**config.mk**
```make
export PLATFORM = sky130hd
export DESIGN_NAME = daylight_filter
export DESIGN_NICKNAME = d
export VERILOG_FILES = /design/src/rtl/daylight_filter.sv
export SDC_FILE = /design/constraint.sdc
export NUM_CORES = 1
export LEC_CHECK = 0
export CORE_ASPECT_RATIO = 1.75
export CORE_MARGIN = 10
export CORE_UTILIZATION = 55
export DETAILED_ROUTE_END_ITERATION = 10
export GPL_TIMING_DRIVEN = 1
export PLACE_DENSITY_LB_ADDON = 0.08
export SLEW_MARGIN = 25
export SYNTH_ARGS = -nofsm -noshare
export SYNTH_HDL_FRONTEND = slang
export SYNTH_SLANG_ARGS = --single-unit
```
**constraint.sdc**
```tcl
create_clock -name CLOCK_50 -period 3.1 [get_ports CLOCK_50]
set_input_delay 0.465 -clock CLOCK_50 [delete_from_list [all_inputs] [get_ports CLOCK_50]]
set_output_delay 0.465 -clock CLOCK_50 [all_outputs]
set_load 0.02 [all_outputs]
```
**src/rtl/daylight_filter.sv**
```systemverilog
// Photo-sensor conditioner: synchroniser, tick prescaler, saturating integrator
// and INIT/DAY/NIGHT hysteresis FSM. Define DAYLIGHT_FILTER_HOLDOFF_EN to add a transition holdoff.
module daylight_filter #(
  parameter int TICK_DIV   = 50000,
  parameter int CNT_MAX    = 255,
  parameter int HI_TH      = 192,
  parameter int LO_TH      = 64,
  parameter int HOLD_TICKS = 1000
) (
  input  logic CLOCK_50,
  input  logic RESET_N,
  input  logic DAYLIGHT_RAW,
  output logic DAYLIGHT,
  output logic DAYLIGHT_CHG,
  output logic DAYLIGHT_VALID
);

  localparam int CW = $clog2(CNT_MAX + 1);
  localparam int PW = $clog2(TICK_DIV);

  localparam logic [CW-1:0] CNT_TOP   = CW'(CNT_MAX);
  localparam logic [CW-1:0] CNT_INIT  = CW'((HI_TH + LO_TH) / 2);
  localparam logic [CW-1:0] HI_V      = CW'(HI_TH);
  localparam logic [CW-1:0] LO_V      = CW'(LO_TH);
  localparam logic [PW-1:0] TICK_LAST = PW'(TICK_DIV - 1);

  if (TICK_DIV < 2 || LO_TH <= 0 || LO_TH >= HI_TH || HI_TH > CNT_MAX || HOLD_TICKS < 0) begin : g_bad_param
    $error("daylight_filter: illegal parameter combination");
  end

  typedef enum logic [1:0] {ST_INIT, ST_DAY, ST_NIGHT} state_t;

  state_t        state, state_nxt;
  logic [1:0]    sync_q;
  logic          s_raw;
  logic [PW-1:0] presc;
  logic          tick;
  logic [CW-1:0] cnt, cnt_nxt;
  logic          hold_ok;
  logic          chg_q;

  // NOTE: sequential state uses non-blocking assignments so every flop samples
  // pre-edge values regardless of process ordering.
  always_ff @(posedge CLOCK_50 or negedge RESET_N) begin
    if (!RESET_N) sync_q <= '0;
    else          sync_q <= {sync_q[0], DAYLIGHT_RAW};
  end

  assign s_raw = sync_q[1];

  always_ff @(posedge CLOCK_50 or negedge RESET_N) begin
    if (!RESET_N)               presc <= '0;
    else if (presc == TICK_LAST) presc <= '0;
    else                         presc <= presc + PW'(1);
  end

  assign tick = (presc == TICK_LAST);

  // NOTE: every variable driven in always_comb gets a default first, so no
  // path leaves it unassigned and no latch is inferred.
  always_comb begin
    cnt_nxt = cnt;
    if (tick) begin
      if (s_raw) begin
        if (cnt != CNT_TOP) cnt_nxt = cnt + CW'(1);
      end else if (cnt != '0) begin
        cnt_nxt = cnt - CW'(1);
      end
    end
  end

  always_ff @(posedge CLOCK_50 or negedge RESET_N) begin
    if (!RESET_N) cnt <= CNT_INIT;
    else          cnt <= cnt_nxt;
  end

`ifdef DAYLIGHT_FILTER_HOLDOFF_EN
  localparam int HW = (HOLD_TICKS < 1) ? 1 : $clog2(HOLD_TICKS + 1);
  localparam logic [HW-1:0] HOLD_V = HW'(HOLD_TICKS);

  logic [HW-1:0] hold, hold_nxt;

  // A transition is allowed on the tick that brings the counter to zero.
  assign hold_ok = (hold <= HW'(1));

  always_comb begin
    hold_nxt = hold;
    if (tick && hold != '0) hold_nxt = hold - HW'(1);
    if (state_nxt != state && state_nxt != ST_INIT) hold_nxt = HOLD_V;
  end

  always_ff @(posedge CLOCK_50 or negedge RESET_N) begin
    if (!RESET_N) hold <= '0;
    else          hold <= hold_nxt;
  end
`else
  assign hold_ok = 1'b1;
`endif

  always_ff @(posedge CLOCK_50 or negedge RESET_N) begin
    if (!RESET_N) state <= ST_INIT;
    else          state <= state_nxt;
  end

  // Thresholds are judged against the post-tick integrator value so the state
  // flips on the same edge as the crossing update.
  always_comb begin
    state_nxt = state;
    if (tick) begin
      unique case (state)
        ST_INIT: begin
          if (cnt_nxt >= HI_V)      state_nxt = ST_DAY;
          else if (cnt_nxt <= LO_V) state_nxt = ST_NIGHT;
        end
        ST_DAY:   if (hold_ok && cnt_nxt <= LO_V) state_nxt = ST_NIGHT;
        ST_NIGHT: if (hold_ok && cnt_nxt >= HI_V) state_nxt = ST_DAY;
        default:  state_nxt = ST_INIT;
      endcase
    end
  end

  // INIT->NIGHT leaves DAYLIGHT at 0, so it is not a toggle.
  always_ff @(posedge CLOCK_50 or negedge RESET_N) begin
    if (!RESET_N) chg_q <= 1'b0;
    else          chg_q <= (state_nxt == ST_DAY   && state != ST_DAY) ||
                           (state_nxt == ST_NIGHT && state == ST_DAY);
  end

  always_comb begin
    DAYLIGHT       = (state == ST_DAY);
    DAYLIGHT_VALID = (state != ST_INIT);
    DAYLIGHT_CHG   = chg_q;
  end

endmodule

```
Yosys cells after proc, flatten, opt, wreduce, memory -nomap -nowiden:

Index checks and enable logic that the tools add are counted.

* register bits after elaboration: 29
* latch bits: 0
* bits in writable memories: 0
* bits in read-only memories: 0
* input port bits: 3
* output and inout bits: 3
* logic and storage cells: 33
* memories kept: 0

* add/sub/neg operators: 3
* multiply operators: 0
* divide/modulo/power cells: 0
* magnitude comparators: 2
* equal/unequal tests: 7
* shifts and indexed selects: 0
* muxes and demuxes: 10
* bitwise gates (word level): 0
* reductions and logical operators: 6

Operators with widths (count)
* two-way mux 8 bit: 4
* adder 16 x 1 -> 16 bit (second input constant): 1
* equality test 16 bit (second input constant): 1
* two-way mux 16 bit: 1
* adder 8 x 1 -> 8 bit (second input constant): 1
* >= comparator 8 bit (second input constant): 1
* less-or-equal comparator 8 x 7 -> 1 bit (second input constant): 1
* two-way mux 2 bit: 4
* inequality test 8 bit (second input constant): 1
* nonzero test 8 bit: 1
* subtractor 8 x 1 -> 8 bit (second input constant): 1
* case mux 2 bit (3 select lines): 1
* equality test 2 x 1 -> 1 bit (second input constant): 2
* equality test 2 bit (second input constant): 2
* logical AND 1 bit: 2
* zero test 2 bit: 1
* inequality test 2 x 1 -> 1 bit (second input constant): 1
* nonzero test 2 bit: 1
* logical OR 1 bit: 1

Longest topological paths before layout:

* word-level depth: 12
* depth in mapped cells: 10
* depth with buffers taken out: 9

Least setup slack after synthesis:

No wires, ideal clock.

* path kind: register to register
* start: register presc[0]
* end: register chg_q (netlist: DAYLIGHT_CHG)
* setup time: 0.080 ns
* arrival: 2.158 ns
* required time: 3.020 ns
* path slack: 0.862 ns
* cell stages (with the launch flop): 11
* path buffers: 2
* clock period less this slack: 2.238 ns
* cell sequence: dfrtp_1 ha_1 and3_1 buf_6 and4_1 buf_2 a41o_1 a22o_1 nor4_4 o2111ai_1 a21oi_1

* longest elaborated chain between the ends: 10
* elaborated cells between the ends (all ways): 14
* those cells by class: order compare: 2; eq/ne: 3; mux: 6; reduce/logical: 3

Ends and longest elaborated chain
* from (decl): line 36 `logic [PW-1:0] presc;`
* from (signal assigned): line 54 `else presc <= presc + PW'(1);`
* equality test 16 bit (*): line 57 `assign tick = (presc == TICK_LAST);`
* two-way mux 8 bit (*): line 63 `if (tick) begin`
* net cnt_nxt[4]: line 38 `logic [CW-1:0] cnt, cnt_nxt;`
* less-or-equal comparator 8 x 7 -> 1 bit: line 113, 115
* two-way mux 2 bit: line 113, 115
* two-way mux 2 bit: line 112 `if (cnt_nxt >= HI_V) state_nxt = ST_DAY;`
* case mux 2 bit (3 select lines) (*): line 110 `unique case (state)`
* two-way mux 2 bit (*): line 109 `if (tick) begin`
* equality test 2 x 1 -> 1 bit / equality test 2 bit (equally long branches): line 125, 126
* logical AND 1 bit (on tied branches): line 125, 126
* logical OR 1 bit (*): line 125 `else chg_q <= (state_nxt == ST_DAY && state != ST_DAY) ||`
* to (signal assigned): line 125
* to (decl): line 40 `logic chg_q;`

Mark *: on every way through the listed nets, which the timed path passes. The rest lies on a longest branch.

Final worst setup path:

* start: register cnt[0]
* end: register chg_q (netlist: DAYLIGHT_CHG)

* longest elaborated chain between the ends: 12
* elaborated cells between the ends (all ways): 20
* those cells by class: add/sub: 2; order compare: 2; eq/ne: 3; mux: 9; reduce/logical: 4

Ends and longest elaborated chain
* from (decl): line 38
* from (signal assigned): line 74 `else cnt <= cnt_nxt;`
* subtractor 8 x 1 -> 8 bit (tied with other cells): line 67 `cnt_nxt = cnt - CW'(1);`
* two-way mux 8 bit (on tied branches): line 66, 65
* two-way mux 8 bit: line 64 `if (s_raw) begin`
* two-way mux 8 bit (*): line 63
* less-or-equal comparator 8 x 7 -> 1 bit: line 113, 115
* two-way mux 2 bit: line 113, 115
* two-way mux 2 bit: line 112
* case mux 2 bit (3 select lines) (*): line 110
* two-way mux 2 bit (*): line 109
* equality test 2 x 1 -> 1 bit / equality test 2 bit (equally long branches): line 125, 126
* logical AND 1 bit (on tied branches): line 125, 126
* logical OR 1 bit (*): line 125

Every way passes the cells marked *; elsewhere a longest branch is shown, timed or not.

==> impl_metrics.py <==
metrics = {
    "cells_and_area": {
        "multi_input_area_sq_um": 1110,
        "insertedDiodeCount": 0,
        "stdcell_area_sq_um": 2070,
        "seqCellArea_sq_um": 727,
        "nFillCells": 328,
        "layout.nets": 212,
        "mostFrequentLayoutCell": "dfrtp_1",
        "syn2layout_area_growth_pct": 8.25,
        "layout_common_cells": "dfrtp_1 (28), nor2_1 (15), nand2_1 (15)",
        "drive_above_1_share": 0.107,
        "final_cells": 251,
    },
    "worst_setup_path": {
        "worst_ep_required_time_ns": 3.30,
        "cp.arrival_ns": 2.65,
        "critPathCaptureType": "flip-flop",
        "reg2regPathDepth": 8,
        "critPathLaunchType": "flip-flop",
        "path_class": "reg -> reg",
        "cp_max_fo": 8,
    },
    "die": {
        "coreArea_sq_um": 3360,
        "ios": 6,
        "row_count": 28,
        "dieWidth_um": 64.6,
        "die_area_sq_um": 6320,
        "initial_utilization": 0.568,
        "die_h_um": 98.0,
    },
    "place": {
        "dp_slack_ns": 0.649,
        "gp_congestion": 0.888,
        "dpl.cell_count": 243,
        "dpl.hpwl_um": 3360,
        "io_buffers": 5,
        "place_area_sq_um": 1980,
    },
    "clock_tree": {
        "worstSkewPairLatency_ns": 0.28,
        "cts-hold-fix-buffers": 0,
        "clk_pin_slew_worst_paths_ns": 0.06,
        "cts_buffers": 5,
        "cts.sinks": 29,
        "post-cts-setup-buffers": 0,
        "tritoncts": "done",
        "cts_resized": 0,
        "cts-root-buf": "clkbuf_8",
        "ctsHtreeMaxLevel": 2,
        "clk_path_buf_depth": 2,
    },
    "timing": {
        "period_share": 0.791,
        "slew_headroom": 0.501,
        "setup-violations-final": 0,
        "fin_setup_tns_ns": 0,
        "hold_violations": 0,
        "finalClockSkew_ns": 0.00835,
        "maxSlewViolCount": 0,
        "rsz0062_at_grt": "no",
        "period_minus_slack_ns": 2.45,
        "setup_ws_ns": 0.647,
        "worstMarginPinSlew_ns": 0.749,
        "fmax_mhz": 408,
    },
    "power": {
        "power_frac_comb": 0.021,
        "irDropWorstVdd_mv": 0.321,
        "seqPwrFrac": 0.540,
        "power.share.clock": 0.439,
        "netSwitchingPower_uw": 146,
        "p_int_uw": 566,
        "leakagePower_nw": 0.886,
        "finalPower_uw": 712,
        "cellPowerDensity_nw_per_um2": 344,
        "swShare": 0.205,
    },
    "synth": {
        "synth.avg_cell_area_sq_um": 9.51,
        "ys_types": 56,
        "ys_warn_count": 0,
        "async_flop_share": 1.00,
        "synthTopCellsByArea": "dfrtp_1 (37%), xor2_1 (3.7%), a21oi_1 (3.4%), and4_1 (3.2%), xnor2_1 (3.2%)",
        "synth.net_count": 208,
        "ys_ff_latch": 29,
        "synth-edff-count": 0,
        "synth.yosys.seq_area_share": 0.380,
        "netlist.area_leader.share": 0.367,
        "synth_area_sq_um": 1910,
        "syn_inst": 201,
        "synth_largest_area_cell": "dfrtp_1",
        "synth_flop_cell": "dfrtp_1",
    },
    "routing": {
        "drtAntennaViolNets": 0,
        "dr_total_vias": 1572,
        "routed_wl_um": 4410,
        "drc": 0,
        "dr.pass1.iters": 5,
        "viasPerCell": 6.26,
        "post_drt_wl_per_cell_um": 17.6,
        "drtIter0Drc": 83,
    },
    "global_routing": {
        "antenna_found_initial": 0,
        "grt_util_all_layers": 0.149,
        "grt_max_degree": 30,
        "grt_pass1_vias": 1651,
        "grt_overflow": 0,
        "grt_first_pass_wirelength_um": 7660,
    },
    "worst_hold_path": {
        "whs_path_depth": 0,
        "hp-class": "reg -> reg",
    },
    "flow_run": {
        "drv_cap": 0,
    },
    "run_status": {
        "status": "complete, no violations",
    },
}
## final timing paths
path | startpoint | slack, ns | end
max reg2reg | cnt[0] | 0.65 | DAYLIGHT_CHG
min | sync_q[0] | 0.35 | sync_q[1]
min reg2reg | sync_q[0] | 0.35 | sync_q[1]
max | cnt[0] | 0.65 | DAYLIGHT_CHG
min in group asynchronous | RESET_N | 0.57 | cnt[0]
max in group asynchronous | RESET_N | 2.22 | cnt[7]
## layout make-up
type	instances	share of cell area
clock buffer	8	0.0436
multi-input combinational	156	0.535
timing repair buffer	7	0.0315
sequential	29	0.351
inverter	6	0.0109
tap	45	0.0272
## synthesized netlist by cell type, types with 2 or more instances
master / number
inv_1: 6
nand4_1: 5
nor4b_1: 2
nor4_4: 2
a31oi_1: 2
nor3_1: 2
nand3_1: 10
o22ai_1: 3
buf_2: 7
and4_1: 7
a211oi_1: 3
nand2_1: 15
nand2b_1: 2
nor4bb_2: 2
a21oi_1: 13
xnor2_1: 7
and3_1: 6
o31ai_1: 3
clkbuf_1: 2
ha_1: 4
a21o_1: 3
nor2b_1: 3
nor2_1: 15
xor2_1: 8
dfrtp_1: 28
o21ai_0: 11
## cells by family after synthesis
| group | synth area share |
|---|---|
| AO/OA/AOI/OAI | 0.198 |
| XOR/XNOR | 0.0688 |
| adder cells (fa/ha/maj) | 0.0262 |
| buffers and inverters | 0.0399 |
| flip-flops | 0.380 |
| multiplexers | 0.00720 |
| AND/OR/NAND/NOR | 0.280 |
## flip-flops by register name (all words and copies together) (netlist names)
register      count
DAYLIGHT_CHG      1
cnt               8
sync_q            2
presc            16
state             2
## power groups by stage
stage          clock [mW]  sequential (mW)  combinational, mW
2_1_floorplan           0            0.388            0.00750
6_report            0.312            0.385             0.0147
3_3_place_gp            0            0.391             0.0151
3_5_place_dp            0            0.391             0.0153
4_1_cts             0.321            0.385             0.0154
5_1_grt             0.336            0.385             0.0169
## metal layers
metal,vias to the layer above,GRT usage,share of wire
met5,-,0,0
met4,0,0.134,0.057
met3,23,0.0332,0.036
met2,50,0.252,0.55
met1,749,0.145,0.36
li1,750,-,-
## critical path: stages (launching register included)
cell and delay [ns]:
dfrtp_1 0.46, inv_1 0.12, ha_1 0.16, or4b_1 0.52, nor3_1 0.25, o21bai_1 0.09
a31o_2 0.31, or3_1 0.35, a21oi_1 0.12
## metrics by stage
step                      hold slack (ns)   util
after global routing                0.361  0.615
after CTS                           0.354  0.615
final                               0.349  0.615
after detailed placement            0.346  0.588
after floorplan                     0.169      -
after global placement              0.337  0.588
(Power assumes the default switching activity.)
